`src/rtl/counter_slot_arbiter.sv`:
```
// counter_slot_arbiter: round-robin grant of one shared up-counter to NUM_REQ clients.
// Optional feature macro: COUNTER_SLOT_ABORT_EN (owner dropping req aborts its slot).
module counter_slot_arbiter #(
  parameter int CNT_WIDTH = 3,
  parameter int NUM_REQ   = 4,
  parameter int ID_W      = $clog2(NUM_REQ)
) (
  input  logic                         clk,
  input  logic                         reset,
  input  logic [NUM_REQ-1:0]           req,
  input  logic [NUM_REQ*CNT_WIDTH-1:0] term_val,
  output logic [NUM_REQ-1:0]           grant,
  output logic [ID_W-1:0]              grant_id,
  output logic                         busy,
  output logic [CNT_WIDTH-1:0]         counter,
  output logic [NUM_REQ-1:0]           done
);

  typedef enum logic [1:0] {S_IDLE, S_COUNT, S_DONE} state_t;

  state_t               state_reg, state_next;
  logic [NUM_REQ-1:0]   grant_reg, done_reg, winner_onehot;
  logic [ID_W-1:0]      grant_id_reg, ptr_reg, winner, ptr_next;
  logic [CNT_WIDTH-1:0] counter_reg, term_reg;
  logic [CNT_WIDTH-1:0] term_slice [NUM_REQ];
  logic [ID_W:0]        idx;
  logic                 found, abort, at_term;

  genvar gi;
  generate
    for (gi = 0; gi < NUM_REQ; gi++) begin : g_slice
      assign term_slice[gi]    = term_val[gi*CNT_WIDTH +: CNT_WIDTH];
      assign winner_onehot[gi] = (winner == ID_W'(gi));
    end
  endgenerate

  // First set request at or after ptr, wrapping modulo NUM_REQ.
  always_comb begin
    found  = 1'b0;
    winner = '0;
    idx    = '0;
    for (int k = 0; k < NUM_REQ; k++) begin
      idx = {1'b0, ptr_reg} + (ID_W+1)'(k);
      if (idx >= (ID_W+1)'(NUM_REQ)) idx = idx - (ID_W+1)'(NUM_REQ);
      if (!found && req[idx[ID_W-1:0]]) begin
        found  = 1'b1;
        winner = idx[ID_W-1:0];
      end
    end
  end

`ifdef COUNTER_SLOT_ABORT_EN
  assign abort = ~req[grant_id_reg];
`else
  assign abort = 1'b0;
`endif

  assign at_term  = (counter_reg == term_reg);
  assign ptr_next = (grant_id_reg == ID_W'(NUM_REQ-1)) ? '0 : grant_id_reg + ID_W'(1);

  always_ff @(posedge clk or posedge reset) begin
    if (reset) state_reg <= S_IDLE;
    else       state_reg <= state_next;
  end

  always_comb begin
    state_next = state_reg;
    case (state_reg)
      S_IDLE:  if (found) state_next = S_COUNT;
      S_COUNT: if (abort || at_term) state_next = S_DONE;
      S_DONE:  state_next = S_IDLE;
      default: state_next = S_IDLE;
    endcase
  end

  always_comb begin
    busy = (state_reg != S_IDLE);
  end

  // Abort wins over a terminal match in the same cycle and leaves done low.
  always_ff @(posedge clk or posedge reset) begin
    if (reset) begin
      grant_reg    <= '0;
      grant_id_reg <= '0;
      counter_reg  <= '0;
      term_reg     <= '0;
      done_reg     <= '0;
      ptr_reg      <= '0;
    end else begin
      case (state_reg)
        S_IDLE: begin
          if (found) begin
            grant_reg    <= winner_onehot;
            grant_id_reg <= winner;
            term_reg     <= term_slice[winner];
            counter_reg  <= '0;
          end
        end
        S_COUNT: begin
          if (abort) begin
            grant_reg   <= '0;
            counter_reg <= '0;
          end else if (at_term) begin
            done_reg  <= grant_reg;
            grant_reg <= '0;
          end else begin
            counter_reg <= counter_reg + CNT_WIDTH'(1);
          end
        end
        S_DONE: begin
          done_reg <= '0;
          ptr_reg  <= ptr_next;
        end
        default: ;
      endcase
    end
  end

  assign grant    = grant_reg;
  assign grant_id = grant_id_reg;
  assign counter  = counter_reg;
  assign done     = done_reg;

endmodule

```
`config.mk`:
```
export PLATFORM = sky130hd
export DESIGN_NAME = counter_slot_arbiter
export DESIGN_NICKNAME = d
export VERILOG_FILES = /design/src/rtl/counter_slot_arbiter.sv
export SDC_FILE = /design/constraint.sdc
export NUM_CORES = 1
export LEC_CHECK = 0
export BUFFER_PORTS_ARGS = -buffer_cell sky130_fd_sc_hd__buf_2
export CAP_MARGIN = 10
export CORE_MARGIN = 4
export CORE_UTILIZATION = 45
export DETAILED_ROUTE_END_ITERATION = 10
export GPL_TIMING_DRIVEN = 0
export PLACE_DENSITY_LB_ADDON = 0.12
export SETUP_SLACK_MARGIN = 0.02
export SYNTH_ARGS = -nofsm -noshare
export SYNTH_HDL_FRONTEND = slang
export SYNTH_SLANG_ARGS = --single-unit
```
`constraint.sdc`:
```
create_clock -name clk -period 3.2 [get_ports clk]
set_input_delay 0 -clock clk [delete_from_list [all_inputs] [get_ports clk]]
set_output_delay 0 -clock clk [all_outputs]
set_load 0.005 [all_outputs]
```
==> summary.txt, run 1 <==
Outcome -> complete, no violations
Cell count of the worst hold path -> 3
Clock share of power -> 12.1%
HPWL after DPL -> 1870 microns
Core Region -> 0.00225 sq mm
Sw Share -> 39.3%
DR vias -> 896
Num CTS Buffers -> 3
IO Port Bufs -> 31
Hold crit path type -> input pin to flip-flop
Area after DPL -> 0.00127 sq mm
Post-synthesis sequential element count -> 20
Vias per inst -> 5.40
Clock skew -> 2.60 ps
Utilization after layout -> 58.3%
First-pass GRT wire length -> 4170 microns
N_diodes -> 0
Area contributors post-synth -> dfrtp_1 46%, a22o_1 8.1%, mux2i_1 5.6%
Avg Cell Area, Syn -> 10.6 sq um
Area leader, netlist -> dfrtp_1
Met1 Wirelength -> 1110 microns
Area growth syn-to-layout -> 22.0%
Maximum clock frequency -> 574 MHz
# hold bufs at CTS -> 1
DR WL/cell -> 14.1 microns
Fill cells -> 217
Clk buf depth -> 2
Req. time, crit path -> 3390 ps
CP startpoint kind -> flip-flop
Net Switching -> 0.465 mW
Antenna Nets Post-Route -> 0
Worst-Margin Slew -> 754 ps
Die X -> 56.9 microns
Total Wirelength -> 2350 microns
Wire length on met3 -> 97 microns
Arrival time worst endpoint -> 1930 ps
Max layer used -> met4
Most frequent cells in the layout -> 32 x buf_2, 20 x dfrtp_1, 11 x nand2_1, 10 x a22o_1, 6 x mux2i_1
WS Path Type -> flip-flop to flip-flop
Worst vdd ir -> 0.489 mV
Max-slew headroom -> 49.7%
Worst hold margin -> 42.9 ps
Crit. End Element -> flip-flop
Synth warn -> 0
Total grt overflow -> 0
Final Cell Area -> 0.00131 sq mm
Synth cell types -> 29
Tmin final -> 1740 ps
Pint -> 0.718 mW
Number of DRC markers in iteration 0 -> 14
Num ports -> 32
Setup Fix Bufs, Post-CTS -> 0
Die Y-Extent -> 56.9 microns
Fin cells -> 166
Max_cap viols -> 0
Unrepaired setup endpoints after global routing -> false
Final setup vio count -> 0
Clock-pin slew on the worst setup and hold paths -> 110 ps
Largest net degree at the start of global routing -> 21
Initial antenna violation count -> 0
Placed Cells -> 161
Gr usage total -> 16.0%
Tcrit/Tclk final -> 54.4%
Part of the power in registers -> 37.9%
Clock tree from TritonCTS -> done
Slew Limit Fails -> 0
Die area -> 0.00324 sq mm
Post-CTS resize count -> 0
Final hold vios -> 0
H-tree depth -> 1
Top-area cell type share of the netlist area -> 46.5%
DRC -> 0
Setup_tns -> 0 ps
Root buffer cell -> clkbuf_4
Sequential-to-total area share from yosys stat -> 46.5%
Comb power frac -> 50.0%
First-pass DRT Iterations -> 2
Nets@finish -> 159
Post-synthesis cell area -> 0.00108 sq mm
Power Dens Cells -> 901 mW/mm^2
Most common cell after layout, fill and taps aside -> buf_2
Vias in the first global route -> 930
Leakage -> 0.660 nW
Synth Net Count -> 122
Routability cong. -> 0.744
Layout cell share with drive strength beyond 1 -> 32.6%
CP Max Fanout -> 8
Initial Util -> 47.8%
FF-to-FF path depth -> 5
Met2 WL -> 1130 microns
CTS Sinks -> 20
Site row count -> 17
Skew-Pair Late Insertion Delay -> 290 ps
Post-synthesis cell count -> 102
==> stage by stage <==
stage	setup WS [ps]	total power, mW
global placement	1490	1.03
finish	1460	1.18
detailed placement	1480	1.05
floorplan	1590	0.877
global route	1340	1.30
CTS	1450	1.20
==> critical path, stage by stage (launching register included) <==
cell and delay [ps]:
dfrtp_1 440, xor2_1 190, nor3_4 350, nand2b_1 160, mux2_1 320, a22o_1 180
==> power groups by stage <==
| stage | clock network (mW) | registers, mW | logic (mW) |
|---|---|---|---|
| floorplan | 0 | 0.444 | 0.433 |
| finish | 0.143 | 0.448 | 0.592 |
| detailed placement | 0 | 0.456 | 0.597 |
| CTS | 0.151 | 0.449 | 0.603 |
| global placement | 0 | 0.451 | 0.580 |
| global route | 0.163 | 0.463 | 0.675 |
==> worst paths after layout <==
check                             from           to  slack [ps]
hold / removal             term_val[9]  term_reg[0]          40
setup / recovery            counter[2]   counter[2]        1460
setup reg to reg            counter[2]   counter[2]        1460
max in group asynchronous        reset   counter[1]        2360
hold reg to reg             ptr_reg[0]   ptr_reg[0]         520
min in group asynchronous        reset  grant_id[1]         370
==> cell type report <==
cell class	count	area [sq um]	share of cell area [%]
Multi-Input combinational cell	74	546	41.5
Sequential cell	20	500	38.1
Timing Repair Buffer	32	165	12.6
Clock buffer	4	36.3	2.76
Tap cell	28	35.0	2.67
Inverter	5	18.8	1.43
Buffer	3	12.5	0.952
==> per-layer routing <==
metal / up-vias / track usage (%)
li1: 450 / -
met1: 426 / 22.4
met2: 18 / 25.0
met3: 2 / 3.39
met4: 0 / 4.97
met5: - / 0
==> synthesized netlist by cell type, drive strengths merged <==
master and instances:
nand2b 5, mux2i 6, o21ai 4, inv 5, a21oi 6, ha 2
nor3 1, nor2b 2, o2bb2ai 4, buf 1, nor2 3, nor4 2
and2 1, a22o 11, o221ai 3, or2 5, nand2 11, mux2 3
dfrtp 20, a221oi 1, clkbuf 2, xor2 3, o31ai 1
==> cells by family (layout without fill, tap and decap cells) <==
kind of cell / after synthesis / count (layout) / share of synthesized area [%]
AO/OA/AOI/OAI: 30 / 30 / 21.8
AND/OR/NAND/NOR: 30 / 30 / 15.3
flip-flops: 20 / 20 / 46.5
multiplexers: 9 / 9 / 8.71
buffers and inverters: 8 / 44 / 2.90
XOR/XNOR: 3 / 3 / 2.44
adder cells (fa/ha/maj): 2 / 2 / 2.32
(Power assumes the default switching activity.)
==> run 2: changes to the inputs <==
- clock period: 3.2 -> 1.7 ns (I/O delays scaled with it)
==> run 2 against run 1 <==
  * Flip-flop and latch count unchanged
  * Via count up 3.0%
  * Design area up 6.8%
  * Wire length up 4.6%
  * Clock skew about the same
  * Clock power up 86%
  * Sequential share of layout area down 2.3 points
==> summary.txt, run 2 (synthesized netlist as in run 1, its figures left out) <==
Outcome -> complete, no violations (unchanged)
Tot Pwr -> 2.43 mW (was 1.18 mW)
Reg2reg start -> term_reg[2] (was counter[2])
Maximum clock frequency -> 595 MHz (was 574 MHz)
Number of DRC markers in iteration 0 -> 11 (was 14)
Leakage -> 0.705 nW (was 0.660 nW)
Cell count of the worst hold path -> 3 (unchanged)
Clock skew -> 2.78 ps (was 2.60 ps)
Layout cell share with drive strength beyond 1 -> 39.6% (was 32.6%)
DR WL/cell -> 14.3 microns (was 14.1 microns)
Total grt overflow -> 0 (unchanged)
Largest net degree at the start of global routing -> 21 (unchanged)
DRC -> 0 (unchanged)
Area growth syn-to-layout -> 30.2% (was 22.0%)
Slew Limit Fails -> 0 (unchanged)
CP Launch Point -> term_reg[2] (was counter[2])
Unrepaired setup endpoints after global routing -> true (was false)
Die X -> 56.9 microns (unchanged)
Comb power frac -> 54.1% (was 50.0%)
IO Port Bufs -> 31 (unchanged)
Vias in the first global route -> 935 (was 930)
Die Y-Extent -> 56.9 microns (unchanged)
Clock tree from TritonCTS -> done (unchanged)
Max-slew headroom -> 49.5% (was 49.7%)
Antenna Nets Post-Route -> 0 (unchanged)
First-pass DRT Iterations -> 3 (was 2)
M1 GR Usage -> 22.4% (unchanged)
Site row count -> 17 (unchanged)
WS Path Type -> flip-flop to flip-flop (unchanged)
Clock-pin slew on the worst setup and hold paths -> 110 ps (about the same)
Num CTS Buffers -> 3 (unchanged)
Total Wirelength -> 2460 microns (was 2350 microns)
Clk buf depth -> 2 (unchanged)
Fin cells -> 172 (was 166)
R2R Setup Slk -> 20 ps (was 1460 ps)
Arrival time worst endpoint -> 1870 ps (was 1930 ps)
Die area -> 0.00324 sq mm (unchanged)
Placed Cells -> 161 (unchanged)
Most frequent cells in the layout -> 32 x buf_2, 19 x dfrtp_1, 11 x nand2_1, 10 x a22o_1 (was 32 x buf_2, 20 x dfrtp_1, 11 x nand2_1, 10 x a22o_1, 6 x mux2i_1)
Clock share of power -> 11.0% (was 12.1%)
Part of the power in registers -> 34.9% (was 37.9%)
Pint -> 1.49 mW (was 0.718 mW)
Final hold vios -> 0 (unchanged)
Net Switching -> 0.940 mW (was 0.465 mW)
Max_cap viols -> 0 (unchanged)
CP startpoint kind -> flip-flop (unchanged)
Utilization after layout -> 62.2% (was 58.3%)
GR met2 Demand/Resource -> 25.1% (was 25.0%)
Initial Util -> 47.8% (unchanged)
Hold crit path type -> input pin to flip-flop (unchanged)
Worst-Margin Slew -> 757 ps (was 754 ps)
Core Region -> 0.00225 sq mm (unchanged)
Skew-Pair Late Insertion Delay -> 290 ps (about the same)
Routability cong. -> 0.744 (unchanged)
H-tree depth -> 1 (unchanged)
Sw Share -> 38.7% (was 39.3%)
Worst Hold Launch -> term_val[2] (was term_val[9])
Nets@finish -> 165 (was 159)
Pre-CTS setup slack -> -23.8 ps (was 1480 ps)
Num ports -> 32 (unchanged)
CTS Sinks -> 20 (unchanged)
Crit. End Element -> flip-flop (unchanged)
DR vias -> 923 (was 896)
Tcrit/Tclk final -> 98.9% (was 54.4%)
Initial antenna violation count -> 0 (unchanged)
Vias per inst -> 5.37 (was 5.40)
FF-to-FF path depth -> 5 (unchanged)
CP Max Fanout -> 5 (was 8)
Worst R2R End -> counter[2] (unchanged)
Hold EP -> term_reg[2] (was term_reg[0])
Final setup vio count -> 0 (unchanged)
Most Crowded Layer GR -> met2 (unchanged)
Power Dens Cells -> 1730 mW/mm^2 (was 901 mW/mm^2)
HPWL after DPL -> 1870 microns (unchanged)
Final WS setup -> 18.3 ps (was 1460 ps)
Req. time, crit path -> 1890 ps (was 3390 ps)
Fill cells -> 207 (was 217)
Root buffer cell -> clkbuf_4 (unchanged)
Gr usage total -> 16.1% (was 16.0%)
First-pass GRT wire length -> 4180 microns (was 4170 microns)
Met3 GRT Util -> 3.39% (unchanged)
Worst vdd ir -> 0.939 mV (was 0.489 mV)
Most common cell after layout, fill and taps aside -> buf_2 (unchanged)
N_diodes -> 0 (unchanged)
Tmin final -> 1680 ps (was 1740 ps)
run 2: worst max path at each step:
stage | cells after the start | slack (ps) | to
2_1_floorplan | 5 | 90 | counter[2]
3_3_place_gp | 5 | -8 | counter[2]
3_5_place_dp | 5 | -20 | counter[2]
4_1_cts | 5 | 6 | counter[2]
5_1_grt | 5 | -50 | counter[2]
6_report | 5 | 20 | counter[2]
run 2: stage by stage:
stage / area [sq um] / hold slack (ps) / setup TNS (ps)
2_1_floorplan: 1080 / -36.2 / 0
3_3_place_gp: 1270 / 164 / -8.50
3_5_place_dp: 1270 / 176 / -25.2
4_1_cts: 1340 / 35.2 / 0
5_1_grt: 1400 / 53.3 / -63.0
6_report: 1400 / 40.5 / 0
run 2: final cells by class:
class / count / area [sq um] / share of cell area [%]
multi-input combinational: 74 / 588 / 41.9
sequential: 20 / 502 / 35.8
clock buffer: 4 / 36.3 / 2.59
timing repair buffer: 38 / 210 / 15.0
buffer: 3 / 12.5 / 0.892
tap: 28 / 35.0 / 2.50
inverter: 5 / 18.8 / 1.34
run 2: power by group through the flow:
stage / Combinational [mW] / Sequential [mW] / Clock (mW)
2_1_floorplan: 0.815 / 0.835 / 0
6_report: 1.32 / 0.849 / 0.266
5_1_grt: 1.47 / 0.875 / 0.307
4_1_cts: 1.20 / 0.845 / 0.284
3_5_place_dp: 1.12 / 0.858 / 0
3_3_place_gp: 1.09 / 0.849 / 0
run 2: critical path, cell delays in order, from the launching register on:
cell and delay [ps]:
dfrtp_1 430, xor2_2 200, nor3_4 280, nand2b_4 180
mux2_1 310, a22o_1 180
run 2: metal layers:
| layer | wire length, microns | share of wire, % |
|---|---|---|
| met5 | 0 | 0 |
| met4 | 29 | 1.2 |
| met3 | 97 | 4.0 |
| met2 | 1190 | 48 |
| met1 | 1140 | 46 |
run 2: timing repair:
item,CTS,global route
hold buffers,1,0
setup buffers,2,4
endpoints found under the setup margin,5,13
resized for setup,1,8
hold endpoints to repair,20,0
pin swaps,1,2
gates cloned,0,0
